$ cat src/rtl/stereo_matrix_interp4.sv
// Stereo L/R to mid/side matrix, then a x4 linear-interpolating upsampler from
// the 48 kHz strobe to the 192 kHz strobe feeding the multiplex stage.
module stereo_matrix_interp4 #(
  parameter int NBITS = 18
) (
  input  logic                    clock,
  input  logic                    reset,
  input  logic                    clken_48,
  input  logic                    clken_192,
  input  logic signed [NBITS-1:0] left_in,
  input  logic signed [NBITS-1:0] right_in,
  output logic signed [NBITS-1:0] li_sum,
  output logic signed [NBITS-1:0] li_diff,
  output logic                    ready_192,
  output logic                    sync_err
);

  typedef enum logic [1:0] {
    PH0 = 2'd0,
    PH1 = 2'd1,
    PH2 = 2'd2,
    PH3 = 2'd3
  } phase_t;

  phase_t phase_q, phase_d;

  logic signed [NBITS-1:0] prev_sum_q, prev_sum_d, cur_sum_q, cur_sum_d;
  logic signed [NBITS-1:0] prev_diff_q, prev_diff_d, cur_diff_q, cur_diff_d;
  logic signed [NBITS-1:0] li_sum_q, li_sum_d, li_diff_q, li_diff_d;
  logic                    ready_q, ready_d;
  logic                    sync_err_q, sync_err_d;

  logic signed [NBITS:0]   sum_w, diff_w;
  logic signed [NBITS-1:0] m_sum, m_diff;

  // prev + floor(k*(cur-prev)/4); the result lies between prev and cur, so the
  // truncation back to NBITS never loses information.
  function automatic logic signed [NBITS-1:0] interp(
    input logic signed [NBITS-1:0] p,
    input logic signed [NBITS-1:0] c,
    input phase_t                  k
  );
    logic signed [NBITS:0]   d;
    logic signed [NBITS+2:0] dx;
    logic signed [NBITS+2:0] kd;
    d  = {c[NBITS-1], c} - {p[NBITS-1], p};
    dx = {{2{d[NBITS]}}, d};
    case (k)
      PH0:     kd = '0;
      PH1:     kd = dx;
      PH2:     kd = dx <<< 1;
      default: kd = dx + (dx <<< 1);
    endcase
    return p + NBITS'(kd >>> 2);
  endfunction

  always_comb begin
    sum_w  = {left_in[NBITS-1], left_in} + {right_in[NBITS-1], right_in};
    diff_w = {left_in[NBITS-1], left_in} - {right_in[NBITS-1], right_in};
    m_sum  = NBITS'(sum_w >>> 1);
    m_diff = NBITS'(diff_w >>> 1);
  end

  always_ff @(posedge clock) begin
    if (reset) begin
      phase_q     <= PH3;
      prev_sum_q  <= '0;
      cur_sum_q   <= '0;
      prev_diff_q <= '0;
      cur_diff_q  <= '0;
      li_sum_q    <= '0;
      li_diff_q   <= '0;
      ready_q     <= 1'b0;
      sync_err_q  <= 1'b0;
    end else begin
      phase_q     <= phase_d;
      prev_sum_q  <= prev_sum_d;
      cur_sum_q   <= cur_sum_d;
      prev_diff_q <= prev_diff_d;
      cur_diff_q  <= cur_diff_d;
      li_sum_q    <= li_sum_d;
      li_diff_q   <= li_diff_d;
      ready_q     <= ready_d;
      sync_err_q  <= sync_err_d;
    end
  end

  // Phase stalls at PH3 when the 48 kHz strobe goes missing (no extrapolation).
  always_comb begin
    phase_d = phase_q;
    if (clken_192) begin
      if (clken_48) begin
        phase_d = PH0;
      end else begin
        case (phase_q)
          PH0:     phase_d = PH1;
          PH1:     phase_d = PH2;
          default: phase_d = PH3;
        endcase
      end
    end
  end

  // Interpolation uses the post-capture prev/cur and next phase, so a
  // coincident 48/192 strobe pair is reflected in the very next output.
  always_comb begin
    prev_sum_d  = prev_sum_q;
    cur_sum_d   = cur_sum_q;
    prev_diff_d = prev_diff_q;
    cur_diff_d  = cur_diff_q;
    li_sum_d    = li_sum_q;
    li_diff_d   = li_diff_q;
    ready_d     = clken_192;
    sync_err_d  = sync_err_q;
    if (clken_48) begin
      prev_sum_d  = cur_sum_q;
      cur_sum_d   = m_sum;
      prev_diff_d = cur_diff_q;
      cur_diff_d  = m_diff;
    end
    if (clken_192) begin
      li_sum_d  = interp(prev_sum_d, cur_sum_d, phase_d);
      li_diff_d = interp(prev_diff_d, cur_diff_d, phase_d);
      if (!clken_48 && phase_q == PH3) begin
        sync_err_d = 1'b1;
      end
    end
  end

  assign li_sum    = li_sum_q;
  assign li_diff   = li_diff_q;
  assign ready_192 = ready_q;
  assign sync_err  = sync_err_q;

endmodule

$ cat config.mk
export PLATFORM = sky130hd
export DESIGN_NAME = stereo_matrix_interp4
export DESIGN_NICKNAME = d
export VERILOG_FILES = /design/src/rtl/stereo_matrix_interp4.sv
export SDC_FILE = /design/constraint.sdc
export NUM_CORES = 1
export LEC_CHECK = 0
export ABC_AREA = 1
export BUFFER_PORTS_ARGS = -buffer_cell sky130_fd_sc_hd__buf_4
export CAP_MARGIN = 0
export CORE_MARGIN = 4
export CORE_UTILIZATION = 50
export DETAILED_ROUTE_END_ITERATION = 10
export GPL_ROUTABILITY_DRIVEN = 0
export HOLD_SLACK_MARGIN = 0.05
export PLACE_DENSITY = 0.66
export SYNTH_ARGS = -nofsm -noshare
export SYNTH_HDL_FRONTEND = slang
export SYNTH_SLANG_ARGS = --single-unit
$ cat constraint.sdc
create_clock -name clock -period 8.67 [get_ports clock]
set_clock_uncertainty 0.1 [all_clocks]
set_input_delay 2.1675 -clock clock [delete_from_list [all_inputs] [get_ports clock]]
set_output_delay 2.1675 -clock clock [all_outputs]
set_load 0.01 [all_outputs]
==> impl_metrics.toml, run 1 <==
[outcome]
outcome = "complete, no violations"

[clocking]
cts_root_buf = "clkbuf_16"
cts_tree = "done"
clock_latency_ns = 0.36
htreeDepth = 3
ctsLongestPathBuffers = 2
clk_pin_slew_ns = 0.09
cts_buffers = 9
cts_hold_buf = 0
clock_sinks = 112

[floorplan]
row_count = 55
initial_utilization_pct = 50.9
die-area_um2 = 25600
io_pins = 78
fp.coreArea_um2 = 22700
die_x_um = 160
die_y_um = 160

[detailed_routing]
finalWirelength_um = 30500
ant_nets = 0
drt-wirelength-per-cell_um = 14.1
drc = 0
vias_per_cell = 5.29
drt_iter0_drc = 920
firstDrtPassIters = 5
dr_total_vias = 11400

[synthesis]
ys_warn_count = 0
synth_top_area_share_pct = 19.4
synth.net_count = 1996
synthMostInstantiatedCell = "nand2_1"
synth_area_leaders = "dfxtp_1 19%, ha_1 15%, nand2_1 12%"
synth-seq-cells = 112
ys.flop_type = "dfxtp_1"
synth_area_um2 = 11600
synth_edf_count = 0
async_reset_ff_share_pct = 0
synth.distinct_cells = 52
synth_seq_area_share_pct = 19.4
yosysTopAreaCell = "dfxtp_1"
yosys-top-cells-count = "367 x nand2_1, 262 x inv_1, 183 x nor2_1, 171 x a21oi_1, 137 x ha_1"
syn_inst = 1811
avgSynthCellArea_um2 = 6.38

[global_route]
grt_overflow = 0
antenna_found_initial = 0
grt_pass1_wl_um = 50100
gr-usage-all-layers_pct = 23.2
grt_pass1_vias = 10200
grt_max_degree = 84

[flow_run]
drv_cap = 0

[critical_path]
cp.required_ns = 8.83
path_class = "in -> reg"
arrival_ns = 8.23
crit_top_cell = "a21oi_1"
slowest_stage = "fa_1"
rrSetupSlack_ns = 3.00
start_kind = "primary input"
crit_fanout = 4
critPathMaxStageDelay_ns = 0.43
cp-end-kind = "register"

[sta]
post-route-period-util_pct = 93.2
worstMarginPinSlew_ns = 0.906
maxSlewViolCount = 0
hold_ws_ns = 0.376
relSlewSlack_pct = 39.5
hold_violations = 0
rsz0062_at_grt = "no"
finalSetupViolations = 0
fmax_mhz = 124
period_needed_ns = 8.08

[placement]
placement.cell_area_um2 = 12500
port-buffer-count = 77
dp_hpwl_um = 24500

[layout]
area_growth_pct = 12.1
n_fill_cell = 2294
regArea_um2 = 2240
fin_nets = 2058
drive_gt1_share_pct = 12.5
num_antenna_cells = 0
multi_input_area_um2 = 8250
final_util_pct = 57.0
stdcell_area_um2 = 13000

[power]
ir_drop_mv = 0.133
power.total_w = 0.00426
power.density_nw_per_um2 = 329
p_leak_nw = 6.89

[worst_hold_path]
hold_path.class = "reg -> reg"
layer usage:
layer,global-route usage [%],wire (um),up-vias
met3,3.43,1690,20
met5,0,0,-
li1,-,-,6054
met1,34.9,15700,5091
met4,4.77,347,0
met2,35.3,12800,277
metrics by stage:
step | instances | TNS, ns | setup slack (ns)
after CTS | 2163 | 0 | 0.286
after global routing | 2163 | 0 | 0.0139
after global placement | 2147 | 0 | 0.0310
after floorplan | 1811 | 0 | 0.945
final | 2163 | 0 | 0.593
after detailed placement | 2147 | -0.0650 | -0.0650
final cells by class:
class                           instances  share of cell area [%]
Clock buffer                            9                    1.74
Clock inverter                          7                   0.676
Inverter                              268                    7.77
Multi-Input combinational cell       1381                    63.7
Sequential cell                       112                    17.3
Tap cell                              285                    2.75
Timing Repair Buffer                  101                    6.05
sequential cells by signal, indices dropped and copies added, names as in the netlist:
register     count
prev_sum_q      18
ready_192        1
cur_sum_q       18
phase_q          2
sync_err         1
li_diff         18
cur_diff_q      18
prev_diff_q     18
li_sum          18
layout by cell type, fill, tap and decap left out, types with 3 or more instances in the layout:
cell type  instances
a21o_1             7
a21oi_1          169
a21oi_2           10
a22oi_1            3
a31oi_1           11
and2_1             7
buf_4             99
clkbuf_16          9
clkinv_4           4
dfxtp_1          112
fa_1               8
ha_1             129
ha_2               6
inv_1            262
inv_2              4
nand2_1          364
nand2_2           26
nand3_1           88
nand3_2            9
nand4_1           17
nor2_1           180
nor2_2             5
nor3_1            12
o211ai_1          20
o21ai_0          125
o21ai_1           22
o21bai_1           9
o221ai_1           6
o31ai_1            5
or2_2             36
xnor2_1           17
xor2_1            52
xor2_2             4
what timing repair did:
item                       4_1_cts  5_1_grt
setup endpoints to repair        0        7
buffers inserted                 0        0
gates resized for setup          0       37
critical path, delay by kind of cell:
family	cells	cell delay [ns]
compound gates	14	1.95
xor+xnor	3	0.49
fa+ha+maj	4	1.33
buf+inv	4	0.43
simple gates	21	1.85
worst paths after layout:
| check | endpoint | cells after the start | start |
|---|---|---|---|
| max | li_diff[17] | 46 | left_in[0] |
| min reg2reg | prev_sum_q[0] | 2 | prev_sum_q[0] |
| max reg2reg | li_sum[17] | 33 | cur_sum_q[2] |
| min | prev_sum_q[0] | 2 | prev_sum_q[0] |
power by group:
part | internal (W) | leakage (nW) | total, W | switching (W)
combinational | 0.00125 | 5.81 | 0.00317 | 0.00192
clock | 0.000231 | 0.154 | 0.000445 | 0.000214
sequential | 0.000604 | 0.928 | 0.000644 | 0.0000405
kinds of logic after synthesis:
logic type	Yosys count	synth area share, %
AND/OR/NAND/NOR	750	27.9
AO/OA/AOI/OAI	409	19.9
multiplexers	1	0.0866
flip-flops	112	19.4
adder cells (fa/ha/maj)	145	16.2
buffers and inverters	318	10.6
XOR/XNOR	76	5.95
Power figures use the tool's default switching activity.
==> run 2: changes to the inputs <==
==> constraint.sdc (replaced) <==
create_clock -name clock -period 8 [get_ports clock]
set_clock_uncertainty 0.1 [all_clocks]
set_input_delay 2 -clock clock [delete_from_list [all_inputs] [get_ports clock]]
set_output_delay 2 -clock clock [all_outputs]
set_load 0.01 [all_outputs]
==> run 2 against run 1 <==
Effect of this change:
- core utilization is 5.6 points higher
- wire length grew 6.0%
- register-to-register slack worse by 0.60 ns
- design area rose by 9.9%
- critical endpoint is now li_sum[17]
- via count up 4.3%
- sequential power rose by 8.4%
- sequential share of layout area decreased by 1.6 points
- hold slack worse by 0.0061 ns
- non-clock buffer count rose by 110
- worst setup slack lost 0.19 ns
- combinational power is 33% higher
==> impl_metrics.toml, run 2 (synthesis gave the netlist of run 1 again) <==
[power]
p_leak_nw = 7.46
ir_drop_mv = 0.161
power.total_w = 0.00537
power.density_nw_per_um2 = 377

[clocking]
clk_pin_slew_ns = 0.08
cts_tree = "done"
cts_buffers = 9
htreeDepth = 3
clock_sinks = 112
cts_hold_buf = 0
cts_root_buf = "clkbuf_16"
ctsLongestPathBuffers = 2
clock_latency_ns = 0.37

[outcome]
outcome = "complete, no violations"

[critical_path]
slowest_stage = "ha_1"
cp.required_ns = 8.16
arrival_ns = 7.76
crit_top_cell = "nand2_1"
start_kind = "primary input"
crit_fanout = 5
path_class = "in -> reg"
critPathMaxStageDelay_ns = 0.34
cp-end-kind = "register"

[detailed_routing]
finalWirelength_um = 32400
dr_total_vias = 11900
drt_iter0_drc = 946
firstDrtPassIters = 5
ant_nets = 0
drc = 0
vias_per_cell = 5.25
drt-wirelength-per-cell_um = 14.2

[placement]
dp_hpwl_um = 25500
port-buffer-count = 77
placement.cell_area_um2 = 13200

[global_route]
busiest_layer = "met2"
gr-usage-all-layers_pct = 24.2
met1_usage_pct = 35.1
grt_max_degree = 96
grt_pass1_vias = 10900
grt_pass1_wl_um = 52400
grt_overflow = 0
grt.met3_usage_pct = 3.79
antenna_found_initial = 0
grt_use_met2_pct = 37.5

[sta]
hold_violations = 0
period_needed_ns = 7.59
fmax_mhz = 132
maxSlewViolCount = 0
post-route-period-util_pct = 94.9
hold_ws_ns = 0.370
worstMarginPinSlew_ns = 1.04
rsz0062_at_grt = "yes"
relSlewSlack_pct = 30.4
finalSetupViolations = 0

[floorplan]
fp.coreArea_um2 = 22700
initial_utilization_pct = 50.9
die-area_um2 = 25600
die_y_um = 160
row_count = 55
die_x_um = 160
io_pins = 78

[worst_hold_path]
hold_path.class = "reg -> reg"

[layout]
stdcell_area_um2 = 14200
area_growth_pct = 23.2
layout_commonest_cell = "nand2_1"
layout_common_cells = "361 x nand2_1, 259 x inv_1, 210 x buf_4"
drive_gt1_share_pct = 20.7
fin_nets = 2168
num_antenna_cells = 0

[flow_run]
drv_cap = 0
[run 2: metal layers]
metal  part of all wire (%)  routed length [um]
met1                     49               15800
met2                     43               14000
met3                    5.9                1910
met4                    1.9                 606
met5                      0                   0
[run 2: final cells by class]
cell class                      instances  area (um2)
Fill cell                            2127        8470
Timing Repair Buffer                  211        1600
Clock inverter                          6        52.6
Sequential cell                       112        2240
Clock buffer                           10         239
Multi-Input combinational cell       1381        8740
Inverter                              268        1010
Tap cell                              285         357
[run 2: worst max-delay path, delay by kind of cell]
family                   cells  cell delay (ns)
AND/OR/NAND/NOR             17             1.51
buffers and inverters        8             0.69
AO/OA/AOI/OAI               14             2.07
adder cells (fa/ha/maj)      4             1.14
XOR/XNOR                     2             0.33
[run 2: path summary, 6_finish.rpt]
path	from	to	slack, ns	cells past startpoint
setup / recovery	right_in[5]	li_sum[17]	0.41	45
hold reg to reg	prev_diff_q[0]	prev_diff_q[0]	0.37	2
setup reg to reg	cur_diff_q[2]	li_diff[17]	2.40	37
hold / removal	prev_diff_q[0]	prev_diff_q[0]	0.37	2
[run 2: stage by stage]
step                cells  setup TNS, ns  utilization (%)  worst slack, ns
global placement     2250         -0.143             58.3           -0.143
CTS                  2266              0             59.6            0.106
finish               2273              0             62.7            0.408
floorplan            1811              0                -            0.442
detailed placement   2250         -0.414             58.3           -0.251
global route         2273         -0.154             62.7          -0.0977
[run 2: report_power, final]
| part | total, W | switching (W) | internal, W |
|---|---|---|---|
| Sequential | 0.000698 | 0.0000442 | 0.000654 |
| Clock | 0.000463 | 0.000237 | 0.000226 |
| Combinational | 0.00421 | 0.00231 | 0.00190 |
[run 2: repair_timing]
| action | 4_1_cts | 5_1_grt |
|---|---|---|
| setup buffers | 0 | 7 |
| gates resized for setup | 0 | 124 |
| endpoints found under the setup margin | 0 | 12 |
| endpoints found under the hold margin | 0 | 0 |
